### src/rtl/hazard_tracker.sv
// hazard_tracker: load-use stall, forwarding select and redirect flush for
// the pipelined MIPS core. A shadow shift register records in-flight register
// writers, one slot per stage after ID (slot 1 = EX ... slot DEPTH = WB).
// Optional build macro: HAZARD_PERF_CNT_EN adds saturating stall/flush
// performance counters; without it stall_cnt and flush_cnt are tied to 0.
module hazard_tracker #(
   parameter int REG_W      = 5,
   parameter int DEPTH      = 3,
   parameter int LOAD_READY = 2,
   parameter int BR_STAGE   = 1,
   localparam int FW        = $clog2(DEPTH + 1)
) (
   input  logic             clk,
   input  logic             reset,
   input  logic             id_valid,
   input  logic [REG_W-1:0] id_rs,
   input  logic [REG_W-1:0] id_rt,
   input  logic             id_use_rs,
   input  logic             id_use_rt,
   input  logic             id_wr_en,
   input  logic [REG_W-1:0] id_rd,
   input  logic             id_is_load,
   input  logic             redirect_i,
   input  logic             mem_busy_i,
   output logic             pc_write,
   output logic             if_id_write,
   output logic             pipe_en,
   output logic             stall,
   output logic             if_id_flush,
   output logic [FW-1:0]    fwd_a,
   output logic [FW-1:0]    fwd_b,
   output logic [31:0]      stall_cnt,
   output logic [31:0]      flush_cnt
);

   typedef struct packed {
      logic             v;
      logic [REG_W-1:0] rd;
      logic             ld;
   } slot_t;

   typedef enum logic [1:0] {
      MODE_NORMAL,
      MODE_LOAD_USE,
      MODE_REDIRECT,
      MODE_FREEZE
   } mode_e;

   slot_t [DEPTH:1] slot;
   slot_t [DEPTH:1] slot_nxt;
   mode_e           mode;

   logic            live_a;
   logic            live_b;
   logic [FW-1:0]   k_a;
   logic [FW-1:0]   k_b;
   logic            lu_a;
   logic            lu_b;
   logic            lu;

   assign live_a = id_valid & id_use_rs & (id_rs != '0);
   assign live_b = id_valid & id_use_rt & (id_rt != '0);

   // Youngest matching writer per source; scanning oldest-first lets the
   // younger (lower-index) slot overwrite an older match.
   always_comb begin
      k_a  = '0;
      k_b  = '0;
      lu_a = 1'b0;
      lu_b = 1'b0;
      for (int unsigned k = DEPTH; k >= 1; k--) begin
         if (live_a && slot[k].v && (slot[k].rd == id_rs)) begin
            k_a  = FW'(k);
            lu_a = slot[k].ld && (int'(k) < LOAD_READY);
         end
         if (live_b && slot[k].v && (slot[k].rd == id_rt)) begin
            k_b  = FW'(k);
            lu_b = slot[k].ld && (int'(k) < LOAD_READY);
         end
      end
   end

   assign lu    = lu_a | lu_b;
   assign fwd_a = k_a;
   assign fwd_b = k_b;

   // Per-cycle mode: freeze beats redirect beats load-use beats normal.
   always_comb begin
      mode = MODE_NORMAL;
      if (mem_busy_i)
         mode = MODE_FREEZE;
      else if (redirect_i)
         mode = MODE_REDIRECT;
      else if (lu)
         mode = MODE_LOAD_USE;
   end

   // Pipe control enables decoded from the mode.
   always_comb begin
      pc_write    = 1'b1;
      if_id_write = 1'b1;
      pipe_en     = 1'b1;
      stall       = 1'b0;
      if_id_flush = 1'b0;
      unique case (mode)
         MODE_FREEZE: begin
            pc_write    = 1'b0;
            if_id_write = 1'b0;
            pipe_en     = 1'b0;
         end
         MODE_REDIRECT: begin
            stall       = 1'b1;
            if_id_flush = 1'b1;
         end
         MODE_LOAD_USE: begin
            pc_write    = 1'b0;
            if_id_write = 1'b0;
            stall       = 1'b1;
         end
         default: ;
      endcase
   end

   // Slot advance: hold on freeze, otherwise shift and insert the ID writer
   // (or a bubble); a redirect also squashes the wrong-path writers younger
   // than the branch, which land in slots 2..BR_STAGE after the shift.
   always_comb begin
      slot_nxt = slot;
      if (mode != MODE_FREEZE) begin
         for (int unsigned k = 2; k <= DEPTH; k++)
            slot_nxt[k] = slot[k-1];
         slot_nxt[1] = '0;
         if (mode == MODE_NORMAL) begin
            slot_nxt[1].v  = id_valid & id_wr_en & (id_rd != '0);
            slot_nxt[1].rd = id_rd;
            slot_nxt[1].ld = id_is_load;
         end
         if (mode == MODE_REDIRECT) begin
            for (int unsigned k = 2; k <= BR_STAGE; k++)
               slot_nxt[k] = '0;
         end
      end
   end

   // Slot register with synchronous reset.
   always_ff @(posedge clk) begin
      if (reset)
         slot <= '0;
      else
         slot <= slot_nxt;
   end

`ifdef HAZARD_PERF_CNT_EN
   logic [31:0] stall_q;
   logic [31:0] flush_q;

   // Saturating counters of load-use stall cycles and accepted redirects.
   always_ff @(posedge clk) begin
      if (reset) begin
         stall_q <= '0;
         flush_q <= '0;
      end else begin
         if ((mode == MODE_LOAD_USE) && (stall_q != '1))
            stall_q <= stall_q + 32'd1;
         if ((mode == MODE_REDIRECT) && (flush_q != '1))
            flush_q <= flush_q + 32'd1;
      end
   end

   assign stall_cnt = stall_q;
   assign flush_cnt = flush_q;
`else
   assign stall_cnt = '0;
   assign flush_cnt = '0;
`endif

endmodule
### config.mk
export PLATFORM = sky130hd
export DESIGN_NAME = hazard_tracker
export DESIGN_NICKNAME = d
export VERILOG_FILES = /design/src/rtl/hazard_tracker.sv
export SDC_FILE = /design/constraint.sdc
export NUM_CORES = 1
export LEC_CHECK = 0
export ABC_AREA = 1
export CAP_MARGIN = 20
export CORE_MARGIN = 3
export CORE_UTILIZATION = 27
export CTS_BUF_LIST = sky130_fd_sc_hd__clkbuf_16
export DETAILED_ROUTE_END_ITERATION = 12
export GPL_TIMING_DRIVEN = 0
export PLACE_DENSITY_LB_ADDON = 0.1
export SKIP_LAST_GASP = 1
export SLEW_MARGIN = 15
export SYNTH_ARGS = -nofsm -noshare
export SYNTH_HDL_FRONTEND = slang
export SYNTH_SLANG_ARGS = --single-unit
### constraint.sdc
create_clock -name clk -period 2.4 [get_ports clk]
set_input_delay 0.48 -clock clk [delete_from_list [all_inputs] [get_ports clk]]
set_output_delay 0.48 -clock clk [all_outputs]
set_load 0.02 [all_outputs]
Word-level counts from Yosys, hierarchy flattened
Index checks and enable logic that the tools add are counted.
- equality and inequality tests: 10
- bitwise operators: 7
- multiplexer cells: 16
- reduce and logical (&&, ||, !) cells: 18
- operators by type and width (cell ; number):
    equality test 5 bit ; 6
    two-way mux 2 bit ; 8
    nonzero test 5 bit ; 3
    logical AND 1 bit ; 12
    two-way mux 1 bit ; 7
    two-way mux 7 bit ; 1
    bitwise AND 1 bit ; 6
    equality test 2 bit (second input constant) ; 2
    OR reduction 2 bit ; 2
    equality test 2 x 1 -> 1 bit (second input constant) ; 1
    logical NOT 2 bit ; 1
    != test 2 bit (second input constant) ; 1
    bitwise OR 1 bit ; 1
- output and inout port bits: 73
- register bits after elaboration: 19
- bits of input ports: 24

Logic depth before layout (Yosys ltp)
- depth after elaboration: 12
- gate-level depth with buffers: 13
- mapped depth without buffers: 13

Worst setup path after synthesis
OpenSTA, ideal clock, no wires.
- path type: input-to-reg
- start: input port id_rt[2]
- end: register slot[6] (netlist bit)
- arrival: 2.080 ns
- path slack: 0.250 ns
- stages: 12
- setup time: 0.070 ns
- cell sequence: nor2_1 nand3_1 nand2_1 inv_1 nand3_2 nand2_1 a21oi_1 ha_1 inv_1 nor2_1 nand4_1 a21oi_1
- longest elaborated chain between the ends: 11
- elaborated cells between the ends (all ways): 13
- classes of those cells: eq/ne (2); mux (5); bitwise (2); reduce/logical (4)
- RTL lines (item ; RTL line ; source):
    from (decl) ; 17 ; input logic [REG_W-1:0] id_rt,
    nonzero test 5 bit ; 62 ; assign live_b = id_valid & id_use_rt & (id_rt != '0);
    bitwise AND 1 bit ; 62 ;
    logical AND 1 bit ; 76 ; if (live_b && slot[k].v && (slot[k].rd == id_rt)) begin
    logical AND 1 bit * ; 76 ;
    two-way mux 1 bit * ; 76 ;
    bitwise OR 1 bit * ; 83 ; assign lu = lu_a | lu_b;
    two-way mux 1 bit * ; 94 ; else if (lu)
    two-way mux 2 bit * ; 92 ; else if (redirect_i)
    two-way mux 2 bit * ; 90 ; if (mem_busy_i)
    logical NOT 2 bit ; 133 ; if (mode == MODE_NORMAL) begin
    two-way mux 7 bit ; 133 ;
    to (signal assigned) ; 150 ; slot <= slot_nxt;
    to (decl) ; 49 ; slot_t [DEPTH:1] slot;
Mark *: on every way between the ends. The rest lies on a longest branch, timed or not.
A chain may end at the register's enable or synchronous reset.

Final worst setup path
- start: input port id_use_rs
- end: output port pipe_en
- longest elaborated chain between the ends: 11
- RTL lines (item ; RTL line ; source):
    from (decl) ; 18 ; input logic id_use_rs,
    bitwise AND 1 bit (2 in a row) ; 61 ; assign live_a = id_valid & id_use_rs & (id_rs != '0);
    logical AND 1 bit (2 in a row) ; 72 ; if (live_a && slot[k].v && (slot[k].rd == id_rs)) begin
    two-way mux 1 bit ; 72 ;
    bitwise OR 1 bit ; 83 ;
    two-way mux 1 bit ; 94 ;
    two-way mux 2 bit ; 92 ;
    two-way mux 2 bit ; 90 ;
    equality test 2 bit ; 105 ; unique case (mode)
    two-way mux 1 bit ; 105 ;
    to (decl) ; 27 ; output logic pipe_en,
Every way passes these cells.

==> results.json <==
{
  "syn_avg_cell_area_um2": 6.53,
  "synth_edf_count": 0,
  "holdBufCountCts": 0,
  "cts_root_buf": "clkbuf_16",
  "grt_setup_unrepaired": "yes",
  "clk_latency_ns": 0.25,
  "synth.distinct_cells": 25,
  "path_class": "in -> out",
  "max-cap-violations": 0,
  "wl_mm": 4.21,
  "vias": 1679,
  "synth-seq-area-share": 0.217,
  "reg2reg_setup_slack_ns": 0.40,
  "first_global_vias": 1457,
  "cts_max_path_buffers": 2,
  "ios": 97,
  "yosysTopAreaCell": "buf_4",
  "viasPerCell": 3.79,
  "synth_seq_cells": 19,
  "vdd_drop_max_v": 0.000195,
  "synth_area_mm2": 0.00176,
  "coreArea_mm2": 0.00610,
  "path_max_fanout": 9,
  "start_util": 0.288,
  "status": "finished clean",
  "dieArea_mm2": 0.00750,
  "syn_inst": 269,
  "firstDrtPassIters": 4,
  "io_buffers": 31,
  "max_freq_ghz": 0.425,
  "rows": 28,
  "grt_pass1_wl_mm": 6.64,
  "endpoint_kind": "primary output",
  "top_regs": "slot (19)",
  "setup_viol": 0,
  "cts_tree": "built",
  "globalplace.congestion": 0.771,
  "pwr_density_cell_mw_per_mm2": 408,
  "synth_most_common_cell": "buf_4",
  "post-dp-hpwl_mm": 3.68,
  "grt_max_degree": 12,
  "wl_per_cell_um": 9.49,
  "slew_viol_final": 0,
  "fin_area_mm2": 0.00252,
  "antenna_found_initial": 0,
  "area_growth_pct": 43.5,
  "min_period_over_period": 0.979,
  "fin_crit_ns": 2.35,
  "numCtsBuffers": 3,
  "whs_ns": 0.420,
  "grt_usage": 0.111,
  "yosys_warnings": 0,
  "regMostFlops": "slot",
  "synth_ff_type": "dfxtp_1",
  "synth.area.top_cells": "buf_4 28%, dfxtp_1 22%, nand2_1 11%",
  "clk_pin_slew_ns": 0.05,
  "drtAntennaViolNets": 0,
  "design_power_total_mw": 1.03,
  "finalClockSkew_ns": 0.00135,
  "die_w_um": 86.6,
  "required_ns": 1.92,
  "cts_sinks": 19,
  "synth_top_cells_by_count": "65 x buf_4, 50 x nand2_1, 27 x nor2_1",
  "post_dp_cell_area_mm2": 0.00240,
  "p_leak_nw": 1.35,
  "synth_top_cell_area_share": 0.278,
  "die-height_um": 86.6,
  "num_antenna_cells": 0,
  "drive_gt1_frac": 0.272,
  "async_reset_ff_frac": 0,
  "num-nets-final": 395,
  "worstPathArrival_ns": 1.87,
  "final_hold_viol_count": 0,
  "gr-total-overflow": 0,
  "start_kind": "input pin",
  "htree_levels": 1,
  "largest_reg_flops": 19,
  "final_util": 0.413,
  "first_iter_violations": 34,
  "drc": 0,
  "min_path_type": "in -> reg"
}
[cell usage in the layout (no fill, tap or decap), drive strengths merged]
master	count
clkinv	2
o21ai	14
a21boi	2
clkdlybuf4s50	12
a21oi	20
nor3	5
nand3	8
a22oi	2
dfxtp	19
ha	2
nand2	51
dlygate4sd2	11
clkbuf	7
nand4	5
xor2	10
nor2	27
conb	64
inv	29
clkdlybuf4s15	4
o22ai	4
buf	70
[layer usage]
layer	global-route usage	wire, um	share of wire	vias up
met1	0.143	1830	0.43	677
met5	0	0	0	-
met2	0.187	1920	0.46	72
met3	0.0190	404	0.096	5
li1	-	-	-	925
met4	0.0382	55	0.013	0
[worst max-delay path, stage by stage]
cell	delay, ns
clkdlybuf4s50_1	0.45
nand2_1	0.06
inv_1	0.07
nand2_2	0.07
inv_2	0.06
nand3_4	0.09
nand2_4	0.09
nand2_1	0.06
nand2_2	0.08
ha_4	0.14
clkinv_4	0.08
buf_6	0.14
[final timing paths]
kind	start	endpoint	cells after the start
max	id_use_rs	pipe_en	12
min	reset	slot[0]$_SDFFE_PP0P_	2
max reg2reg	slot[1]$_SDFFE_PP0P_	slot[8]$_SDFFE_PP0P_	13
min reg2reg	slot[0]$_SDFFE_PP0P_	slot[0]$_SDFFE_PP0P_	2
[where the power goes]
| part | internal (mW) | switching, mW | leakage (nW) | total, mW |
|---|---|---|---|---|
| logic | 0.147 | 0.200 | 1.15 | 0.346 |
| clock network | 0.223 | 0.115 | 0.0409 | 0.338 |
| registers | 0.330 | 0.0136 | 0.155 | 0.344 |
| total | 0.700 | 0.328 | 1.35 | 1.03 |
[area by class of cell]
type / count / area [um2]
Fill cell: 684 / 3580
Tap cell: 75 / 93.8
Multi-Input combinational cell: 214 / 1040
Clock inverter: 1 / 5.00
Inverter: 30 / 118
Clock buffer: 3 / 75.1
Timing Repair Buffer: 32 / 295
Buffer: 69 / 513
Sequential cell: 19 / 380
[metrics by stage]
stage / worst slack [ns] / std cells / setup TNS [ns]
floorplan: 0.250 / 332 / 0
global placement: -1.06 / 438 / -11.26
detailed placement: -1.03 / 438 / -11.22
CTS: -0.00694 / 443 / -0.00694
global route: -0.0571 / 443 / -0.153
finish: 0.0492 / 443 / 0
[timing repair]
| action | in CTS | in global routing |
|---|---|---|
| hold endpoints to repair | 0 | 0 |
| pin swaps | 3 | 1 |
| gates resized for setup | 38 | 17 |
| endpoints found under the setup margin | 24 | 20 |
| gates cloned | 0 | 0 |
| setup buffers | 1 | 0 |
[cell families after synthesis]
| family | after synthesis | synth area share |
|---|---|---|
| AO/OA/AOI/OAI | 42 | 0.133 |
| XOR/XNOR | 10 | 0.0499 |
| flip-flops | 19 | 0.217 |
| AND/OR/NAND/NOR | 96 | 0.229 |
| adder cells (fa/ha/maj) | 2 | 0.0143 |
| other | 1 | 0.00214 |
| buffers and inverters | 99 | 0.356 |
Note: power is estimated with default switching activity, not from simulation.
==> variant 1 (same settings) <==
Set the parameter `BR_STAGE` to 2 (it was 1).
--- a/src/rtl/hazard_tracker.sv
+++ b/src/rtl/hazard_tracker.sv
@@ -7,7 +7,7 @@
    parameter int REG_W      = 5,
    parameter int DEPTH      = 3,
    parameter int LOAD_READY = 2,
-   parameter int BR_STAGE   = 1,
+   parameter int BR_STAGE   = 2,
    localparam int FW        = $clog2(DEPTH + 1)
 ) (
    input  logic             clk,
Formal check against the unedited RTL: not equivalent (Yosys sat finds a counterexample within 4 cycles, from zero or initial values and one cycle with reset high).
==> variant 1 against the original RTL <==
Critical path depth unchanged. First-iteration DRC count increased by 32%. Area after synthesis grew 0.86%. Design area about the same. Total power about the same. Synthesized cell count is 0.74% higher. Sequential power barely moved. Non-clock buffer count increased by 2. Sequential cell count unchanged. Wire length rose by 3.5%. Worst setup slack worse by 0.0069 ns.
==> variant 1: results (changes against the original RTL) <==
** Outcome
- The run finished with clean final reports.

** STA
- Skew final :: 0.00394 ns (+0.00259 ns)
- The post-route fraction of the period consumed by the critical path came to 98.2% (+0.29 points).
- The smallest hold slack was 0.477 ns (+0.0568 ns).

** Synth
- Avg Cell Area, Syn :: 6.53 um^2 (+0.11%)
- Top post-synthesis cells by area :: sky130_fd_sc_hd__buf_4, sky130_fd_sc_hd__dfxtp_1, sky130_fd_sc_hd__nand2_1, sky130_fd_sc_hd__a21oi_1, sky130_fd_sc_hd__xor2_1
- Number of distinct standard cells referenced by the synthesized netlist :: 24 (-4.0%)
- Sequential fraction of the synthesis area :: 21.5% (-0.18 points)

** Setup path
- Largest fanout on the critical path :: 10 (+1)
- Startpoint of the lowest-slack register-to-register path :: slot[1]$_SDFFE_PP0P_
- Launch point of the critical path :: id_use_rt

** Global routing
- The number of global-route vias before repair is 1428 (-2.0%).
- Global-route wire length before repair :: 6580 um (-1.0%)
- GRT Resource Usage Total :: 10.9% (-0.22 points)

** Final layout
- Ratio of cells with drive above 1 in the final layout :: 28.7% (+1.5 points)
- Multi-input logic cell count :: 217 (+1.4%)
- The final non-filler cell total is 448 (+1.1%).
- The area used by multi-input combinational logic was 1050 um^2 (+0.72%).
- Layout Nets :: 400 (+1.3%)
- The clock tree cell share of total cell area was 3.18% (about the same).
- Data buffer area share :: 32.0% (-0.13 points)
- Proportion of cell area occupied by multi-input gates :: 41.5% (+0.26 points)
- The total number of sequential cells is 19 (unchanged).
- Number of buffers outside the clock class in the layout :: 103 (+2.0%)
- Number of filler cells placed in the layout :: 672 (-1.8%)

** Placed design
- Placed cell count :: 441 (+0.68%)
- The number of buffers added on ports came to 32 (+3.2%).
- Area after DPL :: 2420 um^2 (+1.0%)
- Final weighted congestion in routability-driven placement :: 0.867 (+12%)
- Post-place setup slack :: -0.912 ns (+0.119 ns)

** Floorplanning
- Total die area :: 7560 um^2 (+0.80%)

** Min path
- In this run the most critical hold path is launched from slot[0]$_SDFFE_PP0P_.
- Worst hold path type :: flip-flop to flip-flop

** Routing
- The detail-routed net length per standard cell was 9.72 um (+2.4%).
- Detailed Route Iter0 Violations :: 45 (+32%)

** Pwr
- Peak supply drop :: 0.239 mV (+23%)
[variant 1: layer usage]
metal	global-route usage [%]	vias to the layer above
li1	-	935
met1	14.2	698
met2	18.2	50
met5	0	-
met3	1.80	6
met4	3.54	0
[variant 1: cells by family after synthesis]
family,synth area share (%)
AOI/OAI and AO/OA,13.3
DFF,21.5
and+or+nand+nor,24.0
buffers and inverters,34.7
adders and majority gates,1.41
other,0.212
xor gates and xnor gates,4.95
[variant 1: repair_timing]
action / CTS / global route
buffers inserted: 1 / 2
endpoints found under the setup margin: 9 / 6
resized for setup: 34 / 19
pin swaps: 1 / 3
[variant 1: where the power goes]
part / internal, mW / switching (mW)
clock network: 0.223 / 0.117
logic: 0.145 / 0.200
registers: 0.330 / 0.0130
total: 0.698 / 0.330
[variant 1: worst max-delay path: cells and delay by family]
family | cells | cell delay (ns)
adders and majority gates | 1 | 0.14
buffers and inverters | 5 | 0.79
and+or+nand+nor | 6 | 0.45
==> variant 2 (same settings) <==
Without the edit above. Add a define of `HAZARD_PERF_CNT_EN`.
--- a/src/rtl/hazard_tracker.sv
+++ b/src/rtl/hazard_tracker.sv
@@ -3,6 +3,8 @@
 // writers, one slot per stage after ID (slot 1 = EX ... slot DEPTH = WB).
 // Optional build macro: HAZARD_PERF_CNT_EN adds saturating stall/flush
 // performance counters; without it stall_cnt and flush_cnt are tied to 0.
+`define HAZARD_PERF_CNT_EN
+
 module hazard_tracker #(
    parameter int REG_W      = 5,
    parameter int DEPTH      = 3,
Function: changed (Yosys sat finds a counterexample within 4 cycles, from zero or initial values and one cycle with reset high).
==> variant 2 against the original RTL <==
Clock skew up 0.0056 ns. Count of clock-buffer cells in the layout up 6. Design area rose to 2.5 times the old value. Total power rose to 2.9 times the old value. Wire length rose to 3.6 times the old value. Worst setup slack about the same. Area after synthesis rose to 2.8 times the old value. Non-clock buffer count up 20. Highest routed layer unchanged. Worst hold slack better by 0.041 ns. Sequential cell count up 64.
==> variant 2: results (changes against the original RTL) <==
** Outcome
- The run finished with clean final reports.

** Final layout
- The register cell area after layout is 1660 um^2 (+340%).
- The ratio of cells with drive above 1 in the final layout was 8.58% (-19 points).
- The fill cell total of the finished layout was 1952 (+190%).
- The number of multi-input combinational cells was 590 (+180%).
- The number of non-clock buffers is 121 (+20%).
- The number of nets in the finished design was 896 (+130%).
- The total number of sequential cells is 83 (+64).
- The clock tree cell share of total cell area is 4.29% (+1.1 points).
- The area used by multi-input combinational logic came to 2870 um^2 (+180%).
- The non-clock inverter count in the final layout came to 65 (+120%).

** Placed design
- Final weighted congestion in routability-driven placement :: 0.890 (+15%)
- The post-detailed-placement half-perimeter wirelength was 11800 um (+220%).
- IO buf count :: 95 (+210%)

** Routing
- Met3 wire length :: 735 um (+82%)
- Per-cell routed wire length :: 13.8 um (+46%)
- Sum of routed wire segments on met1 :: 7470 um (+310%)
- Met2 layer wire length in the routed design :: 6850 um (+260%)

** Min path
- Worst hold path type :: flip-flop to flip-flop
- Destination of the worst hold path :: slot[6]$_SDFFE_PP0P_
- Beginning of the worst hold path :: slot[6]$_SDFFE_PP0P_

** Clock tree
- The number of buffers created by CTS came to 9 (+6).
- The clock insertion delay at the later pin of the skew report was 0.34 ns (+0.09 ns).
- The number of H-tree levels is 3 (+2).

** Global routing
- The number of global-route vias before repair came to 4768 (+230%).
- The routing usage on met2 came to 25.1% (+6.4 points).
- The met1 layer usage reported by global route is 20.7% (+6.4 points).
- The met3 capacity usage during global routing is 3.75% (+1.8 points).
- The overall fraction of global-route tracks in use was 15.5% (+4.3 points).

** Synth
- The adder and majority cell fraction of the synthesized area is 0.517% (-0.91 points).
- Top post-synthesis cells by area :: sky130_fd_sc_hd__dfxtp_1, sky130_fd_sc_hd__nand2_1, sky130_fd_sc_hd__nor2_1, sky130_fd_sc_hd__a21oi_1, sky130_fd_sc_hd__nand3_1
- Sorting the synthesized cells by how often they occur yields sky130_fd_sc_hd__nand2_1, sky130_fd_sc_hd__nor2_1, sky130_fd_sc_hd__dfxtp_1.
- Number of distinct standard cells referenced by the synthesized netlist :: 32 (+28%)
- Sequential fraction of the synthesis area :: 34.3% (+13 points)
- Area fraction in compound gates after synthesis :: 10.6% (-2.7 points)

** Pwr
- Power Dens Cells :: 471 nW/um^2 (+15%)
- The clock network fraction of design power was 44.8% (+12 points).
- Switching portion of total power :: 24.7% (-7.2 points)
- Leakage :: 2.40 nW (+78%)
- The power dissipated in combinational cells came to 249 uW (-28%).

** Setup path
- Capture point of the critical path :: fwd_a[1]
- Largest fanout on the critical path :: 2 (-7)
- Endpoint of the worst-slack reg-to-reg timing path :: flush_cnt[9]$_SDFFE_PP0P_
- The worst register-to-register path begins at flush_cnt[0]$_SDFFE_PP0P_.
- The internal reg-to-reg setup slack is 0.26 ns (-0.14 ns).

** STA
- The largest clock skew in the final design was 0.00694 ns (+0.00559 ns).
variant 2: cell count changes in the layout (fill, tap and decap cells not counted), sizes merged, moves of 29 or more:
cell,delta
a21oi,+51
buf,-49
clkdlybuf4s50,+63
conb,-64
dfxtp,+64
inv,+38
nand2,+168
nand3,+50
nor2,+96
nor3,+29
variant 2: stage by stage:
stage                     hold slack, ns  instances  TNS (ns)  setup WS, ns  instance area (um^2)
after detailed placement           0.452       1079     -7.87        -0.902                  6070
final                              0.461       1099         0        0.0488                  6410
after CTS                          0.461       1096    -0.228        -0.112                  6360
after global placement             0.447       1079     -7.92        -0.906                  6070
after floorplan                    0.436        759         0         0.351                  4840
after global routing               0.491       1099    -0.167       -0.0970                  6410
variant 2: repair_timing:
item                       in CTS  in global routing
cloned                          0                  0
pin swaps                       0                  5
setup endpoints to repair       9                 30
gates resized for setup        41                 27
buffers inserted                2                  3
hold buffers                    0                  0
